File: src/rtl/alu_arbiter.sv
// rtl/alu_arbiter.sv - round-robin sharing of one combinational ALU between two requesters
// Operands and results are registered; the response is held until the owner accepts it.
module alu_arbiter #(
  parameter int WIDTH = 4,
  parameter int SEL_W = 4
) (
  input  logic             clk,
  input  logic             rst_n,
  input  logic [1:0]       req_valid,
  input  logic [WIDTH-1:0] req_a0,
  input  logic [WIDTH-1:0] req_a1,
  input  logic [WIDTH-1:0] req_b0,
  input  logic [WIDTH-1:0] req_b1,
  input  logic [1:0]       req_ci,
  input  logic [SEL_W-1:0] req_sel0,
  input  logic [SEL_W-1:0] req_sel1,
  output logic [1:0]       req_ready,
  output logic [1:0]       rsp_valid,
  input  logic [1:0]       rsp_ready,
  output logic [WIDTH-1:0] rsp_result,
  output logic [3:0]       rsp_flags,
  output logic [WIDTH-1:0] alu_a,
  output logic [WIDTH-1:0] alu_b,
  output logic             alu_ci,
  output logic [SEL_W-1:0] alu_sel,
  input  logic [WIDTH-1:0] alu_result,
  input  logic             alu_n,
  input  logic             alu_z,
  input  logic             alu_c,
  input  logic             alu_v,
  output logic             busy,
  output logic             grant_id
);

  typedef enum logic [1:0] {IDLE, EXEC, RESP} state_t;

  state_t           state, state_nxt;
  logic             ptr;
  logic             gid;
  logic [WIDTH-1:0] op_a, op_b;
  logic             op_ci;
  logic [SEL_W-1:0] op_sel;
  logic [WIDTH-1:0] res_q;
  logic [3:0]       flg_q;
  logic             win;
  logic             grant_any;
  logic             rsp_done;

  always_comb begin
    state_nxt = state;
    req_ready = 2'b00;
    rsp_valid = 2'b00;
    win       = ptr;
    grant_any = 1'b0;
    rsp_done  = 1'b0;
    case (state)
      IDLE: begin
        if (req_valid != 2'b00) begin
          grant_any = 1'b1;
          // contention resolved by the pointer, otherwise the lone requester wins
          win       = (req_valid == 2'b11) ? ptr : req_valid[1];
          req_ready = win ? 2'b10 : 2'b01;
          state_nxt = EXEC;
        end
      end
      EXEC: state_nxt = RESP;
      RESP: begin
        rsp_valid = gid ? 2'b10 : 2'b01;
        if (rsp_ready[gid]) begin
          rsp_done  = 1'b1;
          state_nxt = IDLE;
        end
      end
      default: state_nxt = IDLE;
    endcase
  end

  always_ff @(posedge clk or negedge rst_n) begin
    if (!rst_n) begin
      state  <= IDLE;
      ptr    <= 1'b0;
      gid    <= 1'b0;
      op_a   <= '0;
      op_b   <= '0;
      op_ci  <= 1'b0;
      op_sel <= '0;
      res_q  <= '0;
      flg_q  <= 4'b0000;
    end else begin
      state <= state_nxt;
      if (grant_any) begin
        gid    <= win;
        op_a   <= win ? req_a1 : req_a0;
        op_b   <= win ? req_b1 : req_b0;
        op_ci  <= req_ci[win];
        op_sel <= win ? req_sel1 : req_sel0;
      end
      if (state == EXEC) begin
        res_q <= alu_result;
        flg_q <= {alu_n, alu_z, alu_c, alu_v};
      end
      if (rsp_done) ptr <= ~gid;
    end
  end

  assign alu_a      = op_a;
  assign alu_b      = op_b;
  assign alu_ci     = op_ci;
  assign alu_sel    = op_sel;
  assign rsp_result = res_q;
  assign rsp_flags  = flg_q;
  assign busy       = (state != IDLE);
  assign grant_id   = gid;

endmodule

File: config.mk
export PLATFORM = sky130hd
export DESIGN_NAME = alu_arbiter
export DESIGN_NICKNAME = d
export VERILOG_FILES = /design/src/rtl/alu_arbiter.sv
export SDC_FILE = /design/constraint.sdc
export NUM_CORES = 1
export LEC_CHECK = 0
export CAP_MARGIN = 30
export CORE_AREA = 2 2 49 51
export DETAILED_ROUTE_END_ITERATION = 8
export DIE_AREA = 0 0 51 53
export DONT_BUFFER_PORTS = 1
export GPL_TIMING_DRIVEN = 0
export PLACE_DENSITY = 0.72
export SYNTH_ARGS = -nofsm -noshare
export SYNTH_HDL_FRONTEND = slang
export SYNTH_SLANG_ARGS = --single-unit
File: constraint.sdc
create_clock -name clk -period 4 [get_ports clk]
set_input_delay 1.2 -clock clk [delete_from_list [all_inputs] [get_ports clk]]
set_output_delay 1.2 -clock clk [all_outputs]
set_load 0.1 [all_outputs]
==> impl_results.md, run 1 <==
* F_max at 306 MHz
* Tcrit/Tclk final at 81.7%
* Syn Inst Count at 111
* Initial core utilization at 54.1%
* Clk_lat worst skew at 0.32 ns
* Skew final at 0.00423 ns
* CTS Sinks at 25
* Setup Viol. Count Final at 0
* Crit path to: req_ready[0]
* Setup tns final at 0 ns
* Via count at 820
* Cell Rows at 17
* Top FF cell, synth: dfrtp_1
* CTS Buffer Depth at 2
* Die area at 2700 sq um
* Crit path DAT at 2.07 ns
* Startpoint Class: primary input
* Post-DP HPWL at 1840 microns
* CP Max Fanout at 10
* Mean post-synth cell area at 10.5 sq um
* Max_slew headroom at 36.3%
* Tot GR Track Use at 19.1%
* Number of inserted diodes at 0
* Die width at 51 microns
* Layout Cells excl Fill at 145
* Gp weighted congestion at 0.618
* Max incr delay on CP at 0.37 ns
* Area grow syn2layout at 9.26%
* Max-cap violations at 0
* Yosys top cell area share at 53.8%
* Asr flop ratio synth at 100%
* Root buf cell: clkbuf_4
* Leading area contributor after synthesis: dfrtp_1
* R2r endpoint: alu_a[1]
* Final min period at 3.27 ns
* Hold slack at 0.549 ns
* Synthesized Nets at 151
* GRT overflow at 0
* Placed insts at 140
* Post-CTS setup buffer count at 0
* Vias in the first global route at 880
* Number of synthesized register bits at 25
* Hold Path Class: in2async
* Synthesis Warnings at 0
* R2r startpoint: state[1]
* Vias per std cell at 5.66
* Core box area at 2150 sq um
* CTS clk-pin slew, worst paths at 0.14 ns
* CTS tree: done
* Die Y at 53 microns
* Slowest CP cell: or3b_4
* WS Path Type: in2out
* Slew @ Worst Pin at 0.959 ns
* Total Nets Final at 158
* R2R cell count at 4
* Synth area leaders: dfrtp_1 (54%), inv_1 (14%), a222oi_1 (11%)
* Status: complete, no violations
* Count leader, synth: inv_1
* Top cells by count, synth: inv_1 (43), dfrtp_1 (25), a222oi_1 (13), mux2_2 (7)
* RSZ-0062 raised after global routing: false
* Final ANT Viol Nets at 0
* CP startpoint: req_valid[0]
* Worst-path cell chain: or3b_4 > a21oi_4 > buf_6
* # H-tree levels at 1
* Post-synth cell types at 18
* DRC at 0
* Worst Path Required at 2.80 ns
* Port Buffers at 0
* Mapped cell area at 1160 sq um
* Endpoint class of the critical path: output pin
* First-pass GRT wire length at 3670 microns
* Num CTS Buffers at 3
* Initial antenna violation count at 0
* Layout cell share with drive strength beyond 1 at 18.8%
* WL per Instance at 16.5 microns
* Number of enable flip-flop cells after synthesis at 0
* Reg2reg setup slack at 2.34 ns
* Register area share after synthesis at 53.8%
* Routed wire length at 2390 microns
* Starting DRT DRC Count at 62
* First drt pass iteration count at 5
* Boundary Pins at 67
* Largest net degree at the start of global routing at 26
* Final slew viol count at 0
* Resize count post-CTS at 0
* Hold Fails Final Rpt at 0
* Hold buffers post-CTS at 0
[final cells by class]
| type | instances | area (sq um) |
|---|---|---|
| Fill cell | 193 | 878 |
| Sequential cell | 25 | 626 |
| Multi-Input combinational cell | 38 | 334 |
| Inverter | 43 | 161 |
| Buffer | 5 | 43.8 |
| Timing Repair Buffer | 2 | 42.5 |
| Tap cell | 28 | 35.0 |
| Clock buffer | 3 | 22.5 |
| Clock inverter | 1 | 5.00 |
[how the worst min path moves through the flow]
stage,startpoint,end,slack [ns],cells past startpoint
after floorplan,ptr,ptr,0.57,2
after global placement,ptr,ptr,0.61,2
after detailed placement,ptr,ptr,0.63,2
after CTS,rst_n,alu_sel[1],0.55,0
after global routing,rst_n,alu_a[1],0.52,0
final,rst_n,alu_sel[1],0.55,0
[cell usage in the layout, fill, tap and decap left out, drive strengths merged]
master	synthesis	routed
inv	43	43
a21oi	2	2
clkinv	0	1
buf	5	7
o21ai	4	4
nor2	3	3
nand2b	2	2
or2b	1	1
a222oi	13	13
and3	2	2
mux2	8	8
clkbuf	0	3
a31oi	1	1
or3b	1	1
dfrtp	25	25
a21o	1	1
[cell families after synthesis]
kind of cell           Yosys count  share of synthesized area (%)
buffers and inverters           48                           17.7
DFF                             25                           53.8
AOI/OAI and AO/OA               21                           16.0
and+or+nand+nor                  9                           4.74
muxes                            8                           7.75
[registers in the layout, indices dropped and copies added, names as in the netlist, 2 cells and up]
| name | cells |
|---|---|
| rsp_flags | 4 |
| state | 2 |
| alu_a | 4 |
| alu_sel | 4 |
| rsp_result | 4 |
| alu_b | 4 |
[routing by layer]
layer	part of all wire (%)	vias to the layer above	global-route usage, %
li1	-	370	-
met1	36	405	18.3
met2	56	40	37.2
met3	6.0	5	4.24
met4	2.0	0	10.8
met5	0	-	0
[stage by stage]
| step | utilization, % | setup WS, ns | area, sq um |
|---|---|---|---|
| 6_report | 59.1 | 0.733 | 1270 |
| 2_1_floorplan | - | 0.604 | 1160 |
| 3_3_place_gp | 55.7 | 0.563 | 1200 |
| 3_5_place_dp | 56.6 | 0.729 | 1210 |
| 5_1_grt | 59.1 | 0.709 | 1270 |
| 4_1_cts | 57.8 | 0.500 | 1240 |
[worst max-delay path: cells and delay by family]
kind,cells,cell delay (ns)
compound gates,1,0.19
buf+inv,1,0.30
simple gates,1,0.37
Power of run 1 is not shown: default switching activity piles up to over one toggle a cycle in this logic, so the estimate is an artifact.
==> inputs of run 2 (changes only) <==
--- a/config.mk
+++ b/config.mk
@@ -6,9 +6,9 @@
 export NUM_CORES = 1
 export LEC_CHECK = 0
 export CAP_MARGIN = 30
-export CORE_AREA = 2 2 49 51
+export CORE_AREA = 2 2 50 52
 export DETAILED_ROUTE_END_ITERATION = 8
-export DIE_AREA = 0 0 51 53
+export DIE_AREA = 0 0 52 54
 export DONT_BUFFER_PORTS = 1
 export GPL_TIMING_DRIVEN = 0
 export PLACE_DENSITY = 0.72
==> constraint.sdc (replaced) <==
create_clock -name clk -period 2.97 [get_ports clk]
set_input_delay 0.891 -clock clk [delete_from_list [all_inputs] [get_ports clk]]
set_output_delay 0.891 -clock clk [all_outputs]
set_load 0.1 [all_outputs]
==> run 2 against run 1 <==
- routed wire length down 2.3%
- die area rose by 3.9%
- via count grew 1.8%
- worst hold slack lost 0.30 ns
==> impl_results.md, run 2 (same netlist as run 1, synthesis figures left out) <==
* Status: complete, no violations
* Post-DP HPWL at 1800 microns (-2.4%)
* Slowest CP cell: or3b_4
* Largest net degree at the start of global routing at 26 (unchanged)
* Initial antenna violation count at 0 (unchanged)
* Cell Rows at 18 (+1)
* R2R cell count at 4 (unchanged)
* Number of inserted diodes at 0 (unchanged)
* Top Usage Layer GRT: met2
* Total Nets Final at 158 (unchanged)
* Final ANT Viol Nets at 0 (unchanged)
* R2r startpoint: state[1]
* Die width at 52 microns (+2.0%)
* Worst-path cell chain: or3b_4 > a21oi_4 > buf_6
* CTS tree: done
* Met1 usage at 19.1% (+0.83 points)
* GR Layer Usage met2 at 33.3% (-3.9 points)
* Area grow syn2layout at 9.80%
* Initial core utilization at 50.1% (-4.0 points)
* Reg2reg setup slack at 1.30 ns (-1.04 ns)
* Post-Layout Inst Area at 1280 sq um (+0.49%)
* Vias in the first global route at 844 (-4.1%)
* WL per Instance at 15.9 microns (-3.6%)
* Num CTS Buffers at 3 (unchanged)
* GRT overflow at 0 (unchanged)
* First drt pass iteration count at 7 (+2)
* Layout cell share with drive strength beyond 1 at 19.7% (+0.85 points)
* Core box area at 2320 sq um (+8.0%)
* Max_slew headroom at 38.5% (+2.1 points)
* Final worst slack at 0.319 ns (-0.414 ns)
* First-pass GRT wire length at 3560 microns (-3.0%)
* Final slew viol count at 0 (unchanged)
* Tcrit/Tclk final at 89.3%
* Worst Path Required at 2.08 ns (-0.72 ns)
* F_max at 377 MHz
* R2r endpoint: alu_a[1]
* Commonest cells after routing, fill and taps aside: inv_1 (43), dfrtp_1 (25), a222oi_1 (13), mux2_2 (7)
* Port Buffers at 0 (unchanged)
* CTS clk-pin slew, worst paths at 0.14 ns (about the same)
* Hold Path Class: in2async
* Crit path DAT at 1.76 ns (-0.31 ns)
* CTS Sinks at 25 (unchanged)
* Slew @ Worst Pin at 0.923 ns (-0.0356 ns)
* Setup slack at placement at 0.144 ns (-0.586 ns)
* Root buf cell: clkbuf_4
* Max-cap violations at 0 (unchanged)
* Setup tns final at 0 ns (unchanged)
* Post-CTS setup buffer count at 0 (unchanged)
* Delay-heaviest family, CP: simple AND/OR/NAND/NOR gates
* Utilization after layout at 55.0% (-4.1 points)
* # H-tree levels at 1 (unchanged)
* Vias per std cell at 5.68 (+0.44%)
* CTS Buffer Depth at 2 (unchanged)
* Starting DRT DRC Count at 45 (-27%)
* DRC at 0 (unchanged)
* Tot GR Track Use at 17.7% (-1.5 points)
* Hold Fails Final Rpt at 0 (unchanged)
* Most common cell after layout, fill and taps aside: inv_1
* Final min period at 2.65 ns
* RSZ-0062 raised after global routing: false
* M3 GR Usage at 4.17% (-0.071 points)
* Routed wire length at 2330 microns (-2.3%)
* Gp weighted congestion at 0.635 (+2.8%)
* Worst Path Buf+Inv at 1 (unchanged)
* Startpoint Class: primary input
* Clk_lat worst skew at 0.31 ns (about the same)
* Die Y at 54 microns (+1.9%)
* Die area at 2810 sq um (+3.9%)
* Boundary Pins at 67 (unchanged)
* Skew final at 0.00226 ns (-0.00198 ns)
* Max incr delay on CP at 0.37 ns (about the same)
* Endpoint class of the critical path: output pin
* Placed cell areas at 1220 sq um (+0.21%)
* CP Max Fanout at 10 (unchanged)
* Via count at 835 (+1.8%)
* Setup Viol. Count Final at 0 (unchanged)
* WS Path Type: in2out
## run 2: cell count changes in the layout (fill, tap and decap cells not counted)
cell,before,now
clkinv_2,1,0
clkinvlp_4,0,1
and3_2,0,1
and3_1,2,1
## run 2: metrics by stage
step | hold WS (ns) | instances
after detailed placement | 0.596 | 142
after floorplan | 0.570 | 111
after global placement | 0.596 | 141
after CTS | 0.232 | 146
final | 0.249 | 147
after global routing | 0.216 | 147
## run 2: layer usage
metal  vias to the layer above  share of wire [%]
li1                        370                  -
met1                       421                 38
met2                        42                 54
met3                         2                7.0
met4                         0               0.81
met5                         -                  0
## run 2: cell type report
| type | instances | area [sq um] |
|---|---|---|
| multi-input cells | 38 | 335 |
| fillers | 218 | 1040 |
| inverters | 43 | 161 |
| clock buffers | 3 | 22.5 |
| plain buffers | 5 | 43.8 |
| repair buffers | 2 | 42.5 |
| clock inverters | 1 | 7.51 |
| well taps | 30 | 37.5 |
| flip-flops and latches | 25 | 626 |
## run 2: how the worst max path moves through the flow
stage,startpoint,to,slack [ns],depth (start not counted)
3_5_place_dp,grant_id,rsp_valid[1],0.14,1
2_1_floorplan,grant_id,rsp_valid[1],0.19,1
4_1_cts,grant_id,rsp_valid[1],0.04,1
3_3_place_gp,grant_id,rsp_valid[1],0.15,1
6_report,req_valid[0],req_ready[0],0.32,3
5_1_grt,req_valid[0],req_ready[0],0.29,3
## run 2: timing repair
item                                    CTS  global route
resized for setup                         1             0
hold buffers                              0             0
endpoints found under the setup margin    1             0
Power of run 2 is left out for the same reason.
